$ cat config.mk
export PLATFORM = sky130hd
export DESIGN_NAME = change_dispenser_flat
export DESIGN_NICKNAME = d
export VERILOG_FILES = /design/src/rtl/change_dispenser_if.sv /design/src/rtl/change_dispenser.sv /design/src/flat_wrapper.sv
export SDC_FILE = /design/constraint.sdc
export NUM_CORES = 1
export LEC_CHECK = 0
export BUFFER_PORTS_ARGS = -buffer_cell sky130_fd_sc_hd__buf_2
export CAP_MARGIN = 30
export CORE_AREA = 2 2 89 91
export DETAILED_ROUTE_END_ITERATION = 16
export DIE_AREA = 0 0 91 93
export SLEW_MARGIN = 5
export SYNTH_ARGS = -nofsm -noshare
export SYNTH_HDL_FRONTEND = slang
export SYNTH_SLANG_ARGS = --single-unit
$ cat constraint.sdc
create_clock -name clk -period 5.2 [get_ports clk]
set_input_delay 1.56 -clock clk [delete_from_list [all_inputs] [get_ports clk]]
set_output_delay 1.56 -clock clk [all_outputs]
set_load 0.05 [all_outputs]
$ cat src/rtl/change_dispenser_if.sv
// Controller <-> change dispenser signal bundle.
interface change_dispenser_if;
  localparam int unsigned AMT_W = 8;
  localparam int unsigned DEN_N = 3;

  logic             start;
  logic [AMT_W-1:0] change_due;
  logic [DEN_N-1:0] hopper_empty;
  logic [DEN_N-1:0] coin_out;
  logic             busy;
  logic             done;
  logic             error;
  logic [AMT_W-1:0] remaining;
  logic [AMT_W-1:0] dispensed_total;

  modport master (
    output start, change_due, hopper_empty,
    input  coin_out, busy, done, error, remaining, dispensed_total
  );

  modport slave (
    input  start, change_due, hopper_empty,
    output coin_out, busy, done, error, remaining, dispensed_total
  );
endinterface

$ cat src/rtl/change_dispenser.sv
// Greedy coin payout (5,2,1) driving hopper solenoids with timed pulse/gap.
module change_dispenser #(
  parameter int unsigned PULSE_CYCLES = 5000000,
  parameter int unsigned GAP_CYCLES   = 10000000
) (
  input  logic               clk,
  input  logic               rst_n,
  change_dispenser_if.slave  bus
);
  localparam int unsigned AMT_W   = 8;
  localparam int unsigned CNT_MAX = (PULSE_CYCLES > GAP_CYCLES) ? PULSE_CYCLES : GAP_CYCLES;
  localparam int unsigned CNT_W   = (CNT_MAX > 1) ? $clog2(CNT_MAX) : 1;

  typedef enum logic [2:0] {
    IDLE, SELECT, PULSE, GAP, DONE, ERROR
  } state_t;

  state_t           state_q, state_d;
  logic [CNT_W-1:0] cnt_q, cnt_d;
  logic [2:0]       coin_q, coin_d;
  logic             busy_q, busy_d;
  logic             done_q, done_d;
  logic             error_q, error_d;
  logic [AMT_W-1:0] rem_q, rem_d;
  logic [AMT_W-1:0] tot_q, tot_d;

  // State and output registers; reset clears every output immediately.
  always_ff @(posedge clk or negedge rst_n) begin
    if (!rst_n) begin
      state_q <= IDLE;
      cnt_q   <= '0;
      coin_q  <= '0;
      busy_q  <= 1'b0;
      done_q  <= 1'b0;
      error_q <= 1'b0;
      rem_q   <= '0;
      tot_q   <= '0;
    end else begin
      state_q <= state_d;
      cnt_q   <= cnt_d;
      coin_q  <= coin_d;
      busy_q  <= busy_d;
      done_q  <= done_d;
      error_q <= error_d;
      rem_q   <= rem_d;
      tot_q   <= tot_d;
    end
  end

  // Next-state and next-output logic; largest non-empty denomination that fits wins.
  always_comb begin
    state_d = state_q;
    cnt_d   = cnt_q;
    coin_d  = coin_q;
    busy_d  = busy_q;
    done_d  = 1'b0;
    error_d = 1'b0;
    rem_d   = rem_q;
    tot_d   = tot_q;

    case (state_q)
      IDLE: begin
        if (bus.start) begin
          rem_d   = bus.change_due;
          tot_d   = '0;
          busy_d  = 1'b1;
          state_d = SELECT;
        end
      end
      SELECT: begin
        if (rem_q == '0) begin
          done_d  = 1'b1;
          busy_d  = 1'b0;
          state_d = DONE;
        end else if (rem_q >= AMT_W'(5) && !bus.hopper_empty[2]) begin
          coin_d  = 3'b100;
          rem_d   = rem_q - AMT_W'(5);
          tot_d   = tot_q + AMT_W'(5);
          cnt_d   = CNT_W'(PULSE_CYCLES - 1);
          state_d = PULSE;
        end else if (rem_q >= AMT_W'(2) && !bus.hopper_empty[1]) begin
          coin_d  = 3'b010;
          rem_d   = rem_q - AMT_W'(2);
          tot_d   = tot_q + AMT_W'(2);
          cnt_d   = CNT_W'(PULSE_CYCLES - 1);
          state_d = PULSE;
        end else if (!bus.hopper_empty[0]) begin
          coin_d  = 3'b001;
          rem_d   = rem_q - AMT_W'(1);
          tot_d   = tot_q + AMT_W'(1);
          cnt_d   = CNT_W'(PULSE_CYCLES - 1);
          state_d = PULSE;
        end else begin
          error_d = 1'b1;
          busy_d  = 1'b0;
          state_d = ERROR;
        end
      end
      PULSE: begin
        if (cnt_q == '0) begin
          coin_d  = '0;
          cnt_d   = CNT_W'(GAP_CYCLES - 1);
          state_d = GAP;
        end else begin
          cnt_d = cnt_q - CNT_W'(1);
        end
      end
      GAP: begin
        if (cnt_q == '0) begin
          state_d = SELECT;
        end else begin
          cnt_d = cnt_q - CNT_W'(1);
        end
      end
      DONE:    state_d = IDLE;
      ERROR:   state_d = IDLE;
      default: state_d = IDLE;
    endcase
  end

  assign bus.coin_out        = coin_q;
  assign bus.busy            = busy_q;
  assign bus.done            = done_q;
  assign bus.error           = error_q;
  assign bus.remaining       = rem_q;
  assign bus.dispensed_total = tot_q;
endmodule

$ cat src/flat_wrapper.sv
// flat-port wrapper written by rule: the top's interface ports become plain ports
module change_dispenser_flat 
#(
  parameter int unsigned PULSE_CYCLES = 5000000,
  parameter int unsigned GAP_CYCLES   = 10000000
)
  (clk, rst_n, bus_start, bus_change_due, bus_hopper_empty, bus_coin_out, bus_busy, bus_done, bus_error, bus_remaining, bus_dispensed_total);
  change_dispenser_if bus_i ();
  input  logic clk;
  input  logic rst_n;
  input wire logic [$bits(bus_i.start)-1:0] bus_start;
  input wire logic [$bits(bus_i.change_due)-1:0] bus_change_due;
  input wire logic [$bits(bus_i.hopper_empty)-1:0] bus_hopper_empty;
  output wire logic [$bits(bus_i.coin_out)-1:0] bus_coin_out;
  output wire logic [$bits(bus_i.busy)-1:0] bus_busy;
  output wire logic [$bits(bus_i.done)-1:0] bus_done;
  output wire logic [$bits(bus_i.error)-1:0] bus_error;
  output wire logic [$bits(bus_i.remaining)-1:0] bus_remaining;
  output wire logic [$bits(bus_i.dispensed_total)-1:0] bus_dispensed_total;
  assign bus_i.start = bus_start;
  assign bus_i.change_due = bus_change_due;
  assign bus_i.hopper_empty = bus_hopper_empty;
  assign bus_coin_out = bus_i.coin_out;
  assign bus_busy = bus_i.busy;
  assign bus_done = bus_i.done;
  assign bus_error = bus_i.error;
  assign bus_remaining = bus_i.remaining;
  assign bus_dispensed_total = bus_i.dispensed_total;
  change_dispenser #(.PULSE_CYCLES(PULSE_CYCLES), .GAP_CYCLES(GAP_CYCLES)) u_core (.clk(clk), .rst_n(rst_n), .bus(bus_i));
endmodule
# After elaboration in Yosys (flattened, before gate mapping)

Index checks and enable logic that the tools add are counted.
Widths: inputs -> output; s select.

Flip-flop bits (word level): 49
Output and inout port bits: 22

Add/subtract/negate cells: 7
$lt $le $gt $ge: 2
Equal/unequal tests: 12
Multiplexer cells: 46
Reduce and logical (&&, ||, !) cells: 15

Operators by type and width:

| kind                  | number |
|---|---|
| $mux 24               | 6 |
| $mux 8                | 10 |
| $pmux 24 s3           | 1 |
| $mux 3                | 12 |
| $pmux 8 s2            | 2 |
| $logic_not 24->1      | 1 |
| $sub 24x1->24 const B | 1 |
| $mux 1                | 12 |
| $pmux 3 s4            | 1 |
| $reduce_and 4->1      | 3 |
| $ne 3x2->1 const B    | 3 |
| $add 8x1->8 const B   | 1 |
| $add 8x2->8 const B   | 1 |
| $add 8x3->8 const B   | 1 |
| $ge 8x2->1 const B    | 1 |
| $ge 8x3->1 const B    | 1 |
| $logic_not 8->1       | 1 |
| $sub 8x1->8 const B   | 1 |
| $sub 8x2->8 const B   | 1 |
| $sub 8x3->8 const B   | 1 |
| $eq 3x2->1 const B    | 2 |
| $ne 2x2->1 const B    | 3 |
| $pmux 3 s2            | 1 |
| $reduce_and 5->1      | 1 |
| 10 further kinds      | 14 |

# Longest topological paths before layout

Word-level depth: 6
Depth in mapped cells: 9

# Worst setup path after synthesis

Ideal clock, no wire load.

Path type: input to register
Start point: input port bus_hopper_empty[1]
End point: register u_core.tot_q[5], in the netlist u_core.bus.dispensed_total[5]
Library setup time: 77 ps
Arrival: 2895 ps
Required time: 5123 ps
Slack: 2227 ps
Stages: 5
Buffers on the path: 0
Path through: a21oi_1 o211a_1 a221oi_1 or4_1 a21oi_1

Longest elaborated chain between the ends: 6
Elaborated cells between the ends (all ways): 8

Ends and longest elaborated chain:

| what                  | line                   | source |
|---|---|---|
| start, declared       | flat_wrapper.sv:13     | `input wire logic [$bits(bus_i.hopper_empty)-1:0] bus_hopper_empty;` |
| $logic_not 1->1 (*)   | change_dispenser.sv:81 | `end else if (rem_q >= AMT_W'(2) && !bus.hopper_empty[1]) begin` |
| $logic_and 1x1->1 (*) | change_dispenser.sv:81 |  |
| $mux 8                | change_dispenser.sv:81 |  |
| $mux 8                | change_dispenser.sv:75 | `end else if (rem_q >= AMT_W'(5) && !bus.hopper_empty[2]) begin` |
| $mux 8                | change_dispenser.sv:71 | `if (rem_q == '0) begin` |
| $pmux 8 s2            | change_dispenser.sv:61 | `case (state_q)` |
| end signal, assigned  | change_dispenser.sv:46 | `tot_q <= tot_d;` |
| end, declared         | change_dispenser.sv:25 | `logic [AMT_W-1:0] tot_q, tot_d;` |

Mark *: on every way between the ends. The rest lies on a longest branch, timed or not. The select of a mux whose other input is x is not followed.
A chain may end at the register's enable or synchronous reset.

# Worst setup path after layout

Start point: input port bus_hopper_empty[1]
End point: register u_core.coin_q[0], in the netlist u_core.bus.coin_out[0]

Longest elaborated chain between the ends: 6
Elaborated cells between the ends (all ways): 8

Ends and longest elaborated chain:

| what                  | line                   | source |
|---|---|---|
| $logic_not 1->1 (*)   | change_dispenser.sv:81 |  |
| $logic_and 1x1->1 (*) | change_dispenser.sv:81 |  |
| $mux 3                | change_dispenser.sv:81 |  |
| $mux 3                | change_dispenser.sv:75 |  |
| $mux 3                | change_dispenser.sv:71 |  |
| $pmux 3 s2            | change_dispenser.sv:61 |  |
| end signal, assigned  | change_dispenser.sv:41 | `coin_q <= coin_d;` |
| end, declared         | change_dispenser.sv:20 | `logic [2:0] coin_q, coin_d;` |

Marked as above.

==> results.txt <==
outcome: completed
fraction of the cycle the final worst path needs: 0.624
placed cell count: 498
fraction of registers with async set or reset after synthesis: 1.00
I/O pins: 36
I/O Buffers: 35
cells traversed along the worst timing path: buf_2, a21oi_1, a211o_1, nand2_1, or2_1, o41ai_1
footprint of the multi-input gates: 1970 um2
Die Ht: 93 um
FMAX: 308 MHz
WL/cell: 17.1 um
largest stage delay on the critical path: 640 ps
die boundary width: 91 um
# H-tree levels: 2
type of the worst min-delay path: reg2reg
primary flip-flop cell chosen by synthesis mapping: dfrtp_1
Reg area: 1230 um2
drt first-iter violations: 193
overall via count from detail_route: 3092
syn nets: 402
worst IR drop on VDD: 0.000274 V
DP HPWL: 6200 um
Critical Path Fanout Max: 10
Worst Hold Margin: 516 ps
post-layout min period: 3240 ps
Worst Path Class, Setup: in2reg
Non-Filler Instances: 507
final hold violations: 0
number of buffers on the longest clock path: 2
CP delay by family, top: compound AO/OA/AOI/OAI gates
Remaining DRCs: 0
count of flip-flops with a built-in enable after synthesis: 0
routed via count divided by cell count: 6.10
Syn Area/Cell: 8.87 um2
Final Core Density: 0.487
distinct cell type count of the synthesized netlist: 68
total routing usage reported by global routing: 0.216
startpoint types: primary input
RSZ-0062 raised after global routing: no
row count: 32
ratio of total power to cell area: 421 nW/um2
antenna violations before repair: 0
max-slew headroom at the worst pin: 0.432
layout cell share with drive strength beyond 1: 0.158
Req. time, crit path: 5400 ps
final wirelength: 8650 um
setup TNS after final layout: 0 ps
Setup Buffers After CTS: 0
first-pass GRT wire length: 14900 um
antenna fix cells: 0
post-route clock skew: 10.1 ps
post-layout instance area: 3670 um2
largest net degree at the start of global routing: 37
Clock Latency Late Sink: 310 ps
transition time of the tightest slew-check pin: 850 ps
total of max-cap violations: 0
CTS Hold Buffers Added: 0
pins over their slew limit: 0
instance area after placement: 3560 um2
slowest CP cell: a21oi_1
Die Area: 8460 um2
Setup Slack @ Placement: 1660 ps
netlist area before placement: 3320 um2
number of gates resized after cts: 0
placeable core area: 7530 um2
total of flip-flops plus latches after synthesis: 49
Starting Density: 0.442
cts bufs inserted: 5
critical path buffer and inverter count: 1
synthesized instance count: 375
CTS Root Buffer Type: clkbuf_8
endpoints failing setup: 0
endpoint arrival time on the critical path: 3440 ps
overall power of the completed layout: 1.54 mW
remaining global-route overflow: 0
number of clock sinks seen by CTS: 49
clock transition at the register clock pins on the worst setup and hold paths after CTS: 100 ps
endpoint type of the worst setup path: flip-flop
Initial DRT Pass Iterations: 5
global placement routability congestion: 0.865
Leak: 1.54 nW
total number of nets in the final design: 431
CTS tree: built
number of nets with antenna violations after routing: 0
Yosys warning total: 0
layout-stage area growth over the synthesis result: 10.3%
number of global-route vias before repair: 2928
number of filler instances in the final layout: 788
fin worst setup slack: 1960 ps
fraction of the yosys area taken by sequential cells: 0.369
-- area by class of cell --
cell class	instances	area share
inverters	13	0.0133
well taps	102	0.0348
clock inverters	3	0.00716
repair buffers	38	0.0539
multi-input cells	297	0.538
flip-flops and latches	49	0.334
clock buffers	5	0.0188
-- path summary, 6_finish.rpt --
path | slack [ps] | cells after the start | end | from
min reg2reg | 520 | 2 | u_core.bus.busy$_DFFE_PN0P_ | u_core.bus.busy$_DFFE_PN0P_
min in group asynchronous | 1130 | 1 | u_core.bus.remaining[2]$_DFFE_PN0P_ | rst_n
max in group asynchronous | 3290 | 2 | u_core.cnt_q[6]$_DFFE_PN0P_ | rst_n
max reg2reg | 2020 | 8 | u_core.bus.dispensed_total[5]$_DFFE_PN0P_ | u_core.bus.remaining[1]$_DFFE_PN0P_
max | 1960 | 6 | u_core.bus.coin_out[0]$_DFFE_PN0P_ | bus_hopper_empty[1]
min | 520 | 2 | u_core.bus.busy$_DFFE_PN0P_ | u_core.bus.busy$_DFFE_PN0P_
-- power breakdown --
part | internal, mW | switching, mW | total, mW | leakage, nW
Clock | 0.0981 | 0.141 | 0.239 | 0.0423
Combinational | 0.222 | 0.419 | 0.641 | 0.900
Sequential | 0.483 | 0.179 | 0.662 | 0.598
Total | 0.804 | 0.739 | 1.54 | 1.54
-- worst reg2reg max path: cells and delay by family (launching register included) --
family	cells	cell delay (ps)
simple gates	3	1300
compound gates	3	750
flops	1	530
fa+ha+maj	1	320
buf+inv	1	240
-- sequential cells by signal, summed over array words and instances, names as in the netlist --
| register | cells |
|---|---|
| u_core.bus.remaining | 8 |
| u_core.bus.error | 1 |
| u_core.bus.coin_out | 3 |
| u_core.bus.done | 1 |
| u_core.bus.busy | 1 |
| u_core.bus.dispensed_total | 8 |
| u_core.cnt_q | 24 |
| u_core.state_q | 3 |
-- layer usage --
metal | GRT usage | wire [um] | vias to the layer above
li1 | - | - | 1493
met1 | 0.298 | 4010 | 1492
met2 | 0.362 | 4120 | 98
met3 | 0.0298 | 428 | 9
met4 | 0.0505 | 97 | 0
met5 | 0 | 0 | -
-- cell usage in the layout, fill, tap and decap left out, types with 4 or more instances in the layout --
cell type and instances:
nand4_1 5, o21a_1 8, a21oi_1 29, or3_1 5
a31oi_1 12, nand2_1 30, dfrtp_1 49, o21ai_0 8
o22a_1 11, nor2_1 41, nor3_1 7, o31ai_1 7
and3_1 6, buf_2 35, inv_1 11, a2bb2oi_1 4
nor4_1 4, nor4_4 5, ha_1 13, nand3_1 13
o211ai_1 7, o21ai_1 12, clkbuf_8 5, a211o_1 4
a21o_1 4
-- Yosys cell counts, types with 5 or more instances --
master     n  area [um2]
o21ai_1   12        60.1
or3_1      5        31.3
nor2_1    41         154
o211ai_1   7        52.6
nor3_1     7        35.0
o21a_1     8        60.1
o22a_1    11        96.3
a31oi_1   12        75.1
and3_1     6        37.5
nand4_1    5        31.3
o21ai_0    8        40.0
a21oi_1   29         145
buf_2      5        25.0
ha_1      13         163
clkbuf_1   9        33.8
dfrtp_1   49        1230
o31ai_1    7        52.6
nand2_1   30         113
nor4_4     5         106
nand3_1   13        65.1
inv_1     11        41.3
-- cell families (layout without fill, tap and decap cells) --
| family | after synthesis | after routing | share of synthesized area |
|---|---|---|---|
| buffers and inverters | 29 | 59 | 0.0380 |
| flip-flops | 49 | 49 | 0.369 |
| AO/OA/AOI/OAI | 136 | 136 | 0.282 |
| AND/OR/NAND/NOR | 143 | 143 | 0.246 |
| XOR/XNOR | 2 | 2 | 0.00527 |
| multiplexers | 3 | 3 | 0.0109 |
| adder cells (fa/ha/maj) | 13 | 13 | 0.0489 |
(Power assumes the default switching activity.)
